--- src/rtl/pc_gen_pkg.sv ---
// pc_gen_pkg: shared core defines for the program-counter generator (widths, vectors, state encoding)
package pc_gen_pkg;
  localparam int DATA_WIDTH = 32;
  localparam logic [31:0] DEF_RESET_VECTOR = 32'h0000_0000;
  localparam logic [31:0] DEF_TRAP_VECTOR = 32'h0000_0080;
  typedef enum logic [1:0] {PC_BOOT, PC_RUN, PC_HALT} pc_state_e;
endpackage

--- src/rtl/pc_gen.sv ---
// pc_gen: program counter with fetch handshake, stall, trap/redirect vectoring, misalign halt and fetch counter
module pc_gen
  import pc_gen_pkg::*;
#(
  parameter int DW = DATA_WIDTH,
  parameter int INSTR_BYTES = 4,
  parameter logic [DW-1:0] RESET_VECTOR = DEF_RESET_VECTOR,
  parameter logic [DW-1:0] TRAP_VECTOR = DEF_TRAP_VECTOR,
  parameter int CNT_WIDTH = 32
) (
  input  logic                 clk,
  input  logic                 rst,
  input  logic                 stall,
  input  logic                 fetch_ready,
  input  logic                 redirect_valid,
  input  logic [DW-1:0]        redirect_target,
  input  logic                 trap_valid,
  output logic [DW-1:0]        pc,
  output logic                 pc_valid,
  output logic                 misalign_err,
  output logic [DW-1:0]        misalign_addr,
  output logic [CNT_WIDTH-1:0] fetch_count
);
  localparam int AW = $clog2(INSTR_BYTES);
  if (INSTR_BYTES != 2 && INSTR_BYTES != 4) begin : g_bad_ib
    $fatal(1, "pc_gen: INSTR_BYTES must be 2 or 4");
  end
  if (RESET_VECTOR[AW-1:0] != '0 || TRAP_VECTOR[AW-1:0] != '0) begin : g_bad_vec
    $fatal(1, "pc_gen: reset/trap vectors must be aligned to INSTR_BYTES");
  end
  pc_state_e state, state_d;
  logic [DW-1:0] pc_d, addr_d;
  logic err_d, fire, misaligned;
  assign pc_valid = state == PC_RUN && !stall;
  assign fire = pc_valid && fetch_ready;
  assign misaligned = redirect_target[AW-1:0] != '0;
  always_comb begin
    pc_d = pc;
    state_d = state;
    err_d = misalign_err;
    addr_d = misalign_addr;
    if (state == PC_BOOT) begin
      state_d = PC_RUN;
    end else if (state == PC_RUN) begin
      if (trap_valid) begin
        pc_d = TRAP_VECTOR;
      end else if (redirect_valid && !misaligned) begin
        pc_d = redirect_target;
      end else if (redirect_valid) begin
        state_d = PC_HALT;
        err_d = 1'b1;
        addr_d = redirect_target;
      end else if (fire) begin
        pc_d = pc + DW'(INSTR_BYTES);
      end
    end else if (trap_valid) begin
      pc_d = TRAP_VECTOR;
      state_d = PC_RUN;
      err_d = 1'b0;
    end
  end
  always_ff @(posedge clk) begin
    if (rst) begin
      pc <= RESET_VECTOR;
      state <= PC_BOOT;
      misalign_err <= 1'b0;
      misalign_addr <= '0;
      fetch_count <= '0;
    end else begin
      pc <= pc_d;
      state <= state_d;
      misalign_err <= err_d;
      misalign_addr <= addr_d;
      fetch_count <= fetch_count + CNT_WIDTH'(fire);
    end
  end
endmodule
--- config.mk ---
export PLATFORM = sky130hd
export DESIGN_NAME = pc_gen
export DESIGN_NICKNAME = d
export VERILOG_FILES = /design/src/rtl/pc_gen_pkg.sv /design/src/rtl/pc_gen.sv
export SDC_FILE = /design/constraint.sdc
export NUM_CORES = 1
export LEC_CHECK = 0
export CAP_MARGIN = 10
export CORE_UTILIZATION = 42
export CTS_BUF_LIST = sky130_fd_sc_hd__clkbuf_4 sky130_fd_sc_hd__clkbuf_8 sky130_fd_sc_hd__clkbuf_16
export CTS_CLUSTER_SIZE = 20
export DETAILED_ROUTE_END_ITERATION = 6
export DONT_BUFFER_PORTS = 1
export PLACE_DENSITY = 0.6
export SLEW_MARGIN = 25
export SYNTH_ARGS = -nofsm -noshare
export SYNTH_HDL_FRONTEND = slang
export SYNTH_SLANG_ARGS = --single-unit
--- constraint.sdc ---
create_clock -name clk -period 2.8 [get_ports clk]
set_input_delay 0.28 -clock clk [delete_from_list [all_inputs] [get_ports clk]]
set_output_delay 0.28 -clock clk [all_outputs]
set_load 0.005 [all_outputs]
==> results of run 1 <==
-- registers in the layout (all words and copies together) (netlist names) --
register and flops:
fetch_count 32, misalign_addr 32, pc 32, state 2, misalign_err 1
-- layout make-up --
type                       instances  area, um2  share of cell area [%]
inverter                           8      30.03                  0.6021
tap                              136      170.2                   3.412
timing repair buffer              13      120.1                   2.408
multi-input combinational        446       2504                   50.20
clock inverter                     6      50.05                   1.004
clock buffer                      10      131.4                   2.634
sequential                        99       1982                   39.74
-- stage by stage --
| stage | cell area (um2) | hold WS (ns) |
|---|---|---|
| finish | 4987 | 0.03304 |
| global route | 4987 | 0.01753 |
| CTS | 4977 | 0.009203 |
| detailed placement | 4768 | 0.3596 |
| global placement | 4768 | 0.3582 |
| floorplan | 4628 | 0.3896 |
-- worst register-to-register path: cells and delay by family, from the launching register on --
family | cells | cell delay [ns]
adders and majority gates | 1 | 0.19
AOI/OAI and AO/OA | 1 | 0.13
and+or+nand+nor | 6 | 1.40
DFF | 1 | 0.36
-- kinds of logic after synthesis --
| group | after synthesis | synth area share, % |
|---|---|---|
| compound gates | 135 | 17.36 |
| xor+xnor | 27 | 5.110 |
| fa+ha+maj | 3 | 0.8111 |
| buf+inv | 37 | 3.217 |
| flops | 99 | 42.82 |
| mux | 1 | 0.2163 |
| simple gates | 280 | 30.47 |
-- repair_timing --
item                      in CTS  in global routing
resized for setup              0                  0
hold endpoints to repair      84                  1
hold buffers                   1                  1
-- power groups by stage --
stage          sequential [W]  clock (W)  combinational (W)
3_5_place_dp          0.00149          0           0.000118
5_1_grt               0.00146   0.000960           0.000161
3_3_place_gp          0.00149          0           0.000117
6_report              0.00145   0.000871           0.000143
2_1_floorplan         0.00148          0           0.000108
4_1_cts               0.00146   0.000901           0.000142
-- placed cells by master (no fill, tap or decap), types with 3 or more instances in the layout --
cell type	instances
nor4_1	3
nor3b_1	3
inv_1	8
nand2b_1	5
xnor2_1	8
nand4_1	18
o22ai_1	3
or3_1	10
nor3_1	8
and2_1	5
clkinvlp_4	3
clkbuf_8	9
nand3_1	28
and3_1	13
o21ai_0	28
o211ai_1	5
a22o_1	5
xor2_1	19
ha_1	3
a21oi_1	61
dfxtp_1	99
nand2_1	103
buf_4	11
a22oi_1	10
a31oi_1	7
nor2_1	63
-- routing by layer --
layer  track usage [%]  up-vias
met5                 0        -
met1             30.65     1989
met4             7.730        0
met2             35.81      184
li1                  -     2048
met3             8.450       18
-- worst min-delay path by stage --
| stage | slack [ns] | from | cells past startpoint | endpoint |
|---|---|---|---|---|
| floorplan | 0.39 | redirect_target[24] | 2 | pc[24] |
| global route | 0.02 | redirect_target[24] | 2 | pc[24] |
| global placement | 0.36 | rst | 1 | pc[15] |
| CTS | 0.009 | rst | 1 | pc[20] |
| finish | 0.03 | redirect_target[8] | 2 | misalign_addr[8] |
| detailed placement | 0.36 | rst | 1 | pc[15] |
==> results.json, run 1 <==
{
  "critPathRequiredTime_ns": 3.10,
  "fin_crit_ns": 2.136,
  "reg2regPathDepth": 8,
  "ys.warnings.count": 0,
  "cap_violations": 0,
  "finalHoldViolCount": 0,
  "tritoncts": "built",
  "met2_length_mm": 5.865,
  "p_leak_nw": 1.701,
  "crit_slowest_cell": "or3_1",
  "wl_mm": 13.18,
  "yosysTopAreaCell": "dfxtp_1",
  "p_sw_share_pct": 26.24,
  "grt_setup_unrepaired": "no",
  "vdd_drop_max_v": 0.0002519,
  "timing.rr.end": "fetch_count[31]",
  "timing.final.crit_share_pct": 76.27,
  "worst-setup-path-type": "reg2reg",
  "initial_core_util_pct": 44.04,
  "hpwl_mm": 9.317,
  "routed.top_layer": "met4",
  "die_h_um": 107.0,
  "ant_nets": 0,
  "insertion_delay_ns": 0.37,
  "arrival_ns": 2.44,
  "grt_pass1_wl_mm": 20.96,
  "seqPwrFrac_pct": 58.9,
  "cp.depth": 8,
  "io_buffers": 0,
  "cts_buffers": 9,
  "wl_met3_mm": 1.523,
  "power_density_nw_per_um2": 495.0,
  "antenna_found_initial": 0,
  "drv_slew": 0,
  "finalSetupViolCount": 0,
  "grt_usage_pct": 23.48,
  "cts_max_path_buffers": 2,
  "fillCellCount": 1040,
  "dp_slack_ns": 0.6761,
  "synth-edff-count": 0,
  "h-tree-depth": 3,
  "cp_max_fo": 7,
  "yosysMostFrequentCell": "nand2_1",
  "p_comb_share_pct": 5.8,
  "timing.fmax_ghz": 0.4682,
  "r2r-start": "state[1]",
  "syn_to_final_growth_pct": 7.759,
  "wl_per_cell_um": 18.35,
  "m1WireLength_mm": 5.560,
  "ys_seq_area_share_pct": 42.82,
  "die_x_um": 107.0,
  "grt_pass1_vias": 3900,
  "syn-num-nets": 623,
  "final_util_pct": 47.46,
  "status": "finished, final reports clean",
  "grt_max_degree": 85,
  "drt_iter0_markers": 314,
  "critPathMaxStageDelay_ns": 0.38,
  "p_int_w": 0.001821,
  "cp_cell_sequence": "nand2b_1 -> nor2_1 -> ha_1 -> nand4_1 -> nor4_4 -> nand4_4 -> or3_1 -> a21oi_1",
  "hold_path_class": "in2reg",
  "final_nets": 618,
  "synth_common_cells": "103 x nand2_1, 99 x dfxtp_1, 63 x nor2_1",
  "synth_ff_type": "dfxtp_1",
  "max_slew.worst_pin.slew_ns": 0.9176,
  "end_kind": "register",
  "ys_ff_latch": 99,
  "n_antenna_cell": 0,
  "dr.pass1.iters": 5,
  "synthCells": 582,
  "crit_path_end": "fetch_count[31]",
  "core-area_um2": 10510,
  "async_reset_ff_share_pct": 0,
  "pwr-share-clk_pct": 35.3,
  "yosysUniqueCellTypes": 53,
  "post_cts_buffers": 0,
  "critPathLaunchType": "register",
  "cts.root.buffer_cell": "clkbuf_8",
  "drcViolationCount": 0,
  "startpoint": "state[1]",
  "critPathTopFamily": "simple AND/OR/NAND/NOR gates",
  "rows": 37,
  "skew_ns": 0.009940,
  "finalPower_w": 0.002469,
  "syn_avg_cell_area_um2": 7.952,
  "instances_no_fill": 718,
  "route.vias.total": 4239,
  "clk_pin_slew_ns": 0.10,
  "via_per_inst": 5.904,
  "r2r_slack_ns": 0.66,
  "drive_above_1_share_pct": 7.560,
  "slew_headroom_pct": 38.68,
  "syn_area_um2": 4628,
  "io-pin-count": 136,
  "path_buf_inv": 0,
  "cts.sinks": 99,
  "synthTopCellsByArea": "dfxtp_1 43%, nand2_1 8.4%, a21oi_1 6.6%",
  "gr-total-overflow": 0,
  "power_switching_w": 0.0006477,
  "post-place-cells": 700,
  "gp_congestion": 0.8510,
  "die_area_um2": 11440,
  "fin_ws_ns": 0.6644,
  "synth_top_area_share_pct": 42.82,
  "tns_ns": 0
}
Power figures use the tool's default switching activity.
==> run 2, diff against run 1 <==
--- a/config.mk
+++ b/config.mk
@@ -11,7 +11,7 @@
 export CTS_CLUSTER_SIZE = 20
 export DETAILED_ROUTE_END_ITERATION = 6
 export DONT_BUFFER_PORTS = 1
-export PLACE_DENSITY = 0.6
+export PLACE_DENSITY = 0.63
 export SLEW_MARGIN = 25
 export SYNTH_ARGS = -nofsm -noshare
 export SYNTH_HDL_FRONTEND = slang
==> constraint.sdc (replaced) <==
create_clock -name clk -period 1.8 [get_ports clk]
set_input_delay 0.18 -clock clk [delete_from_list [all_inputs] [get_ports clk]]
set_output_delay 0.18 -clock clk [all_outputs]
set_load 0.005 [all_outputs]
==> results.json, run 2 (synthesis gave the netlist of run 1 again) <==
{
  "worst-setup-path-type": "reg2reg",
  "post-place-cells": 774,
  "cap_violations": 0,
  "route.vias.total": 4598,
  "initial_core_util_pct": 44.04,
  "io_buffers": 0,
  "wl_per_cell_um": 17.09,
  "grt_setup_unrepaired": "yes",
  "r2r-start": "state[1]",
  "via_per_inst": 5.726,
  "cts_max_path_buffers": 2,
  "syn_to_final_growth_pct": 29.41,
  "drcViolationCount": 0,
  "timing.final.crit_share_pct": 105.6,
  "dr.pass1.iters": 5,
  "final_cell_mix": "101 x nand2_1, 91 x dfxtp_1, 82 x buf_4, 59 x nor2_1, 58 x a21oi_1",
  "clk_pin_slew_ns": 0.09,
  "die_area_um2": 11440,
  "fin_ws_ns": -0.1006,
  "cts.sinks": 99,
  "core-area_um2": 10510,
  "vdd_drop_max_v": 0.0004605,
  "h-tree-depth": 3,
  "rows": 37,
  "drt_iter0_markers": 350,
  "drive_above_1_share_pct": 25.19,
  "drv_slew": 0,
  "slew_headroom_pct": 66.09,
  "critPathRequiredTime_ns": 2.10,
  "final_util_pct": 56.99,
  "startpoint": "state[1]",
  "dp_slack_ns": -0.1812,
  "fillCellCount": 944,
  "grt_pass1_wl_mm": 21.61,
  "gr-total-overflow": 0,
  "hold_path_class": "in2reg",
  "finalSetupViolCount": 9,
  "power_density_nw_per_um2": 664.0,
  "final_nets": 705,
  "seqPwrFrac_pct": 56.7,
  "pwr-share-clk_pct": 36.2,
  "status": "finished with violations",
  "postCtsHoldBufs": 7,
  "power_switching_w": 0.0009262,
  "violations": "hold timing, setup timing",
  "io-pin-count": 136,
  "mostFrequentLayoutCell": "nand2_1",
  "arrival_ns": 2.20,
  "n_antenna_cell": 0,
  "skew_ns": 0.01722,
  "max_slew.worst_pin.slew_ns": 0.5081,
  "grt_usage_pct": 23.83,
  "tritoncts": "built",
  "fin_crit_ns": 1.901,
  "p_sw_share_pct": 23.29,
  "finalPower_w": 0.003977,
  "grt_pass1_vias": 4347,
  "hpwl_mm": 9.655,
  "gp_congestion": 0.8642,
  "r2r_slack_ns": -0.10,
  "min-delay-start": "rst",
  "cts_buffers": 9,
  "timing.fmax_ghz": 0.5261,
  "ant_nets": 0,
  "cts.root.buffer_cell": "clkbuf_8",
  "end_kind": "register",
  "instances_no_fill": 803,
  "finalHoldViolCount": 86,
  "p_leak_nw": 2.221,
  "holdWs_ns": -0.1184,
  "critPathLaunchType": "register",
  "antenna_found_initial": 0,
  "die_h_um": 107.0,
  "p_int_w": 0.003051,
  "die_x_um": 107.0,
  "top_regs": "fetch_count x32, misalign_addr x32, pc x32",
  "wl_mm": 13.72,
  "p_comb_share_pct": 7.1,
  "grt_max_degree": 95,
  "cp_max_fo": 4,
  "insertion_delay_ns": 0.37
}
-- run 2: cell types whose count changed in the layout (fill, tap and decap cells not counted), sizes merged --
cell         delta
inv             -2
clkbuf          +2
clkinv          -1
dlygate4sd3     +6
buf            +81
bufinv          +1
clkinvlp        -2
-- run 2: final cells by class --
cell class                 instances  area, um2  area share (%)
multi-input combinational        446       2769           46.23
sequential                        99       1994           33.30
timing repair buffer             100      835.8           13.95
tap                              136      170.2           2.841
clock buffer                      12      152.6           2.549
clock inverter                     2      37.54          0.6267
inverter                           8      30.03          0.5014
-- run 2: final timing paths --
| kind | to | cells past startpoint |
|---|---|---|
| setup / recovery | fetch_count[12] | 10 |
| hold / removal | pc[28] | 1 |
| setup reg to reg | fetch_count[12] | 10 |
| hold reg to reg | misalign_addr[23] | 2 |
-- run 2: power by group through the flow --
| stage | registers (W) | logic (W) | clock network [W] |
|---|---|---|---|
| after global placement | 0.00230 | 0.000244 | 0 |
| after floorplan | 0.00230 | 0.000169 | 0 |
| after global routing | 0.00226 | 0.000310 | 0.00156 |
| after CTS | 0.00225 | 0.000272 | 0.00146 |
| after detailed placement | 0.00230 | 0.000248 | 0 |
| final | 0.00225 | 0.000284 | 0.00144 |
-- run 2: metrics by stage --
step                area (um2)  setup TNS (ns)  hold WS, ns
floorplan                 4654         -0.7423       0.2896
global placement          5388         -0.5529       0.2583
detailed placement        5388          -1.971       0.2605
CTS                       5751          -1.434      -0.1314
global route              5989          -2.834      -0.1431
finish                    5989         -0.3766      -0.1184
-- run 2: per-layer routing --
layer	vias to the layer above	global-route usage (%)	routed length, um
met2	178	37.51	6392
met4	0	8.317	220
met1	2179	31.40	5944
met3	16	6.261	1163
li1	2225	-	-
met5	-	0	0
-- run 2: timing repair --
action / in CTS / in global routing
gates cloned: 0 / 0
setup endpoints to repair: 42 / 46
gates resized for setup: 18 / 51
endpoints found under the hold margin: 93 / 86
pin swaps: 17 / 31
buffers inserted: 5 / 4
-- run 2: worst max-delay path, stage by stage (launching register included) --
cell      delay [ns]
dfxtp_2         0.33
nand2b_4        0.15
nor2_4          0.13
ha_4            0.14
buf_4           0.11
ha_4            0.14
buf_4           0.11
and3_4          0.21
nand3_4         0.08
or3_1           0.33
a21oi_2         0.11
==> run 3, diff against run 2 <==
--- a/config.mk
+++ b/config.mk
@@ -6,6 +6,7 @@
 export NUM_CORES = 1
 export LEC_CHECK = 0
 export CAP_MARGIN = 10
+export CORE_MARGIN = 4
 export CORE_UTILIZATION = 42
 export CTS_BUF_LIST = sky130_fd_sc_hd__clkbuf_4 sky130_fd_sc_hd__clkbuf_8 sky130_fd_sc_hd__clkbuf_16
 export CTS_CLUSTER_SIZE = 20
==> results.json, run 3 (synthesis gave the netlist of run 1 again) <==
{
  "grt_setup_unrepaired": "yes",
  "core-area_um2": 10790,
  "insertion_delay_ns": 0.38,
  "drt_iter0_markers": 223,
  "critPathLaunchType": "register",
  "grt_pass1_wl_mm": 21.65,
  "hpwl_mm": 9.901,
  "h-tree-depth": 3,
  "skew_ns": 0.01374,
  "worstHoldPathCells": 1,
  "max_slew.worst_pin.slew_ns": 0.5721,
  "grt_pass1_vias": 4310,
  "slew_headroom_pct": 61.86,
  "drcViolationCount": 0,
  "final_area_um2": 5946,
  "drv_slew": 0,
  "drive_above_1_share_pct": 24.29,
  "timing.fmax_ghz": 0.5285,
  "gr-total-overflow": 0,
  "io-pin-count": 136,
  "route.vias.total": 4580,
  "critPathRequiredTime_ns": 2.12,
  "vdd_drop_max_v": 0.0004749,
  "die_area_um2": 12760,
  "holdWs_ns": -0.1448,
  "mostFrequentLayoutCell": "nand2_1",
  "timing.final.crit_share_pct": 105.1,
  "top_regs": "fetch_count x32, misalign_addr x32, pc x32",
  "cts_max_path_buffers": 2,
  "hold_path_class": "in2reg",
  "reg2regPathDepth": 8,
  "grt_max_degree": 95,
  "finalPower_w": 0.003876,
  "r2r_slack_ns": -0.09,
  "fin_crit_ns": 1.892,
  "violations": "hold timing, setup timing",
  "clk_pin_slew_ns": 0.09,
  "wl_mm": 14.00,
  "cts.root.buffer_cell": "clkbuf_8",
  "die_h_um": 113.0,
  "die_x_um": 113.0,
  "n_antenna_cell": 0,
  "finalHoldViolCount": 85,
  "power_density_nw_per_um2": 652.0,
  "end_kind": "register",
  "wl_per_cell_um": 17.35,
  "via_per_inst": 5.675,
  "ant_nets": 0,
  "cp_max_fo": 6,
  "syn_to_final_growth_pct": 28.47,
  "tritoncts": "built",
  "r2r-start": "state[1]",
  "dpl_cell_area_um2": 5375,
  "status": "finished with violations",
  "io_buffers": 0,
  "cts.sinks": 99,
  "final_cell_mix": "100 x nand2_1, 94 x dfxtp_1, 73 x buf_4, 58 x nor2_1, 51 x a21oi_1",
  "cap_violations": 0,
  "gp_congestion": 0.8647,
  "p_leak_nw": 2.247,
  "arrival_ns": 2.21,
  "final_nets": 703,
  "timing.rr.end": "fetch_count[29]",
  "min-delay-start": "rst",
  "finalSetupViolCount": 12,
  "initial_core_util_pct": 42.88,
  "cts_buffers": 9,
  "worst-setup-path-type": "reg2reg",
  "grt_usage_pct": 21.05,
  "fin_ws_ns": -0.09207,
  "antenna_found_initial": 0,
  "rows": 38,
  "holdPathEnd": "misalign_addr[26]",
  "dr.pass1.iters": 5
}
## run 3: cell types whose count changed in the layout (fill, tap and decap cells not counted), moves of 3 or more
cell           previous run  this run
o21ai_1                   6        10
a21oi_2                   3        10
dfxtp_1                  91        94
a21oi_1                  58        51
buf_4                    82        73
dlygate4sd3_1             7        10
clkinv_2                  0         3
buf_6                     8        11
o21ai_0                  20        16
## run 3: per-stage QoR
step	setup TNS (ns)	instances	worst slack, ns	hold slack (ns)	utilization [%]
floorplan	-0.7423	582	-0.1507	0.2896	-
global placement	-1.068	774	-0.1229	0.2564	49.80
detailed placement	-2.637	774	-0.1610	0.2580	49.80
CTS	-0.6261	802	-0.09735	-0.1638	52.78
global route	-3.209	807	-0.2272	-0.1709	55.09
finish	-0.6523	807	-0.09207	-0.1448	55.09
## run 3: cell type report
type,instances,area (um2)
clock buffer,13,153.9
clock inverter,3,15.01
fill,991,4847
inverter,8,30.03
multi-input combinational,446,2731
sequential,99,1988
tap,140,175.2
timing repair buffer,98,852.1
## run 3: worst max path at each step
stage	from	end	slack [ns]	depth (start not counted)
after floorplan	state[1]	fetch_count[31]	-0.15	8
final	state[1]	fetch_count[29]	-0.09	8
after CTS	state[1]	fetch_count[31]	-0.1	8
after global placement	state[0]	fetch_count[31]	-0.12	8
after global routing	state[1]	fetch_count[31]	-0.23	8
after detailed placement	state[0]	fetch_count[31]	-0.16	8
## run 3: worst max-delay path, stage by stage (launching register included)
cell and delay [ns]:
dfxtp_2 0.33, nand2b_4 0.14, nor2_4 0.12, ha_4 0.15, nand4_1 0.18, nor4_4 0.27, nand4_4 0.16, or3_1 0.37
a21oi_1 0.12
## run 3: repair_timing
item                       in CTS  in global routing
setup buffers                   3                  4
hold buffers                    9                  1
resized for setup              11                 60
hold endpoints to repair       94                 86
pin swaps                       6                 22
setup endpoints to repair      38                 52
## run 3: routing by layer
metal | wire (um) | up-vias | global-route usage, %
met5 | 0 | - | 0
met4 | 324 | 0 | 8.654
met3 | 1268 | 22 | 7.540
met2 | 6884 | 169 | 35.15
met1 | 5526 | 2169 | 24.51
li1 | - | 2220 | -
## run 3: power breakdown
group	switching, W	total [W]	internal [W]
combinational	0.000160	0.000293	0.000133
sequential	0.0000303	0.00225	0.00222
clock	0.000769	0.00133	0.000560
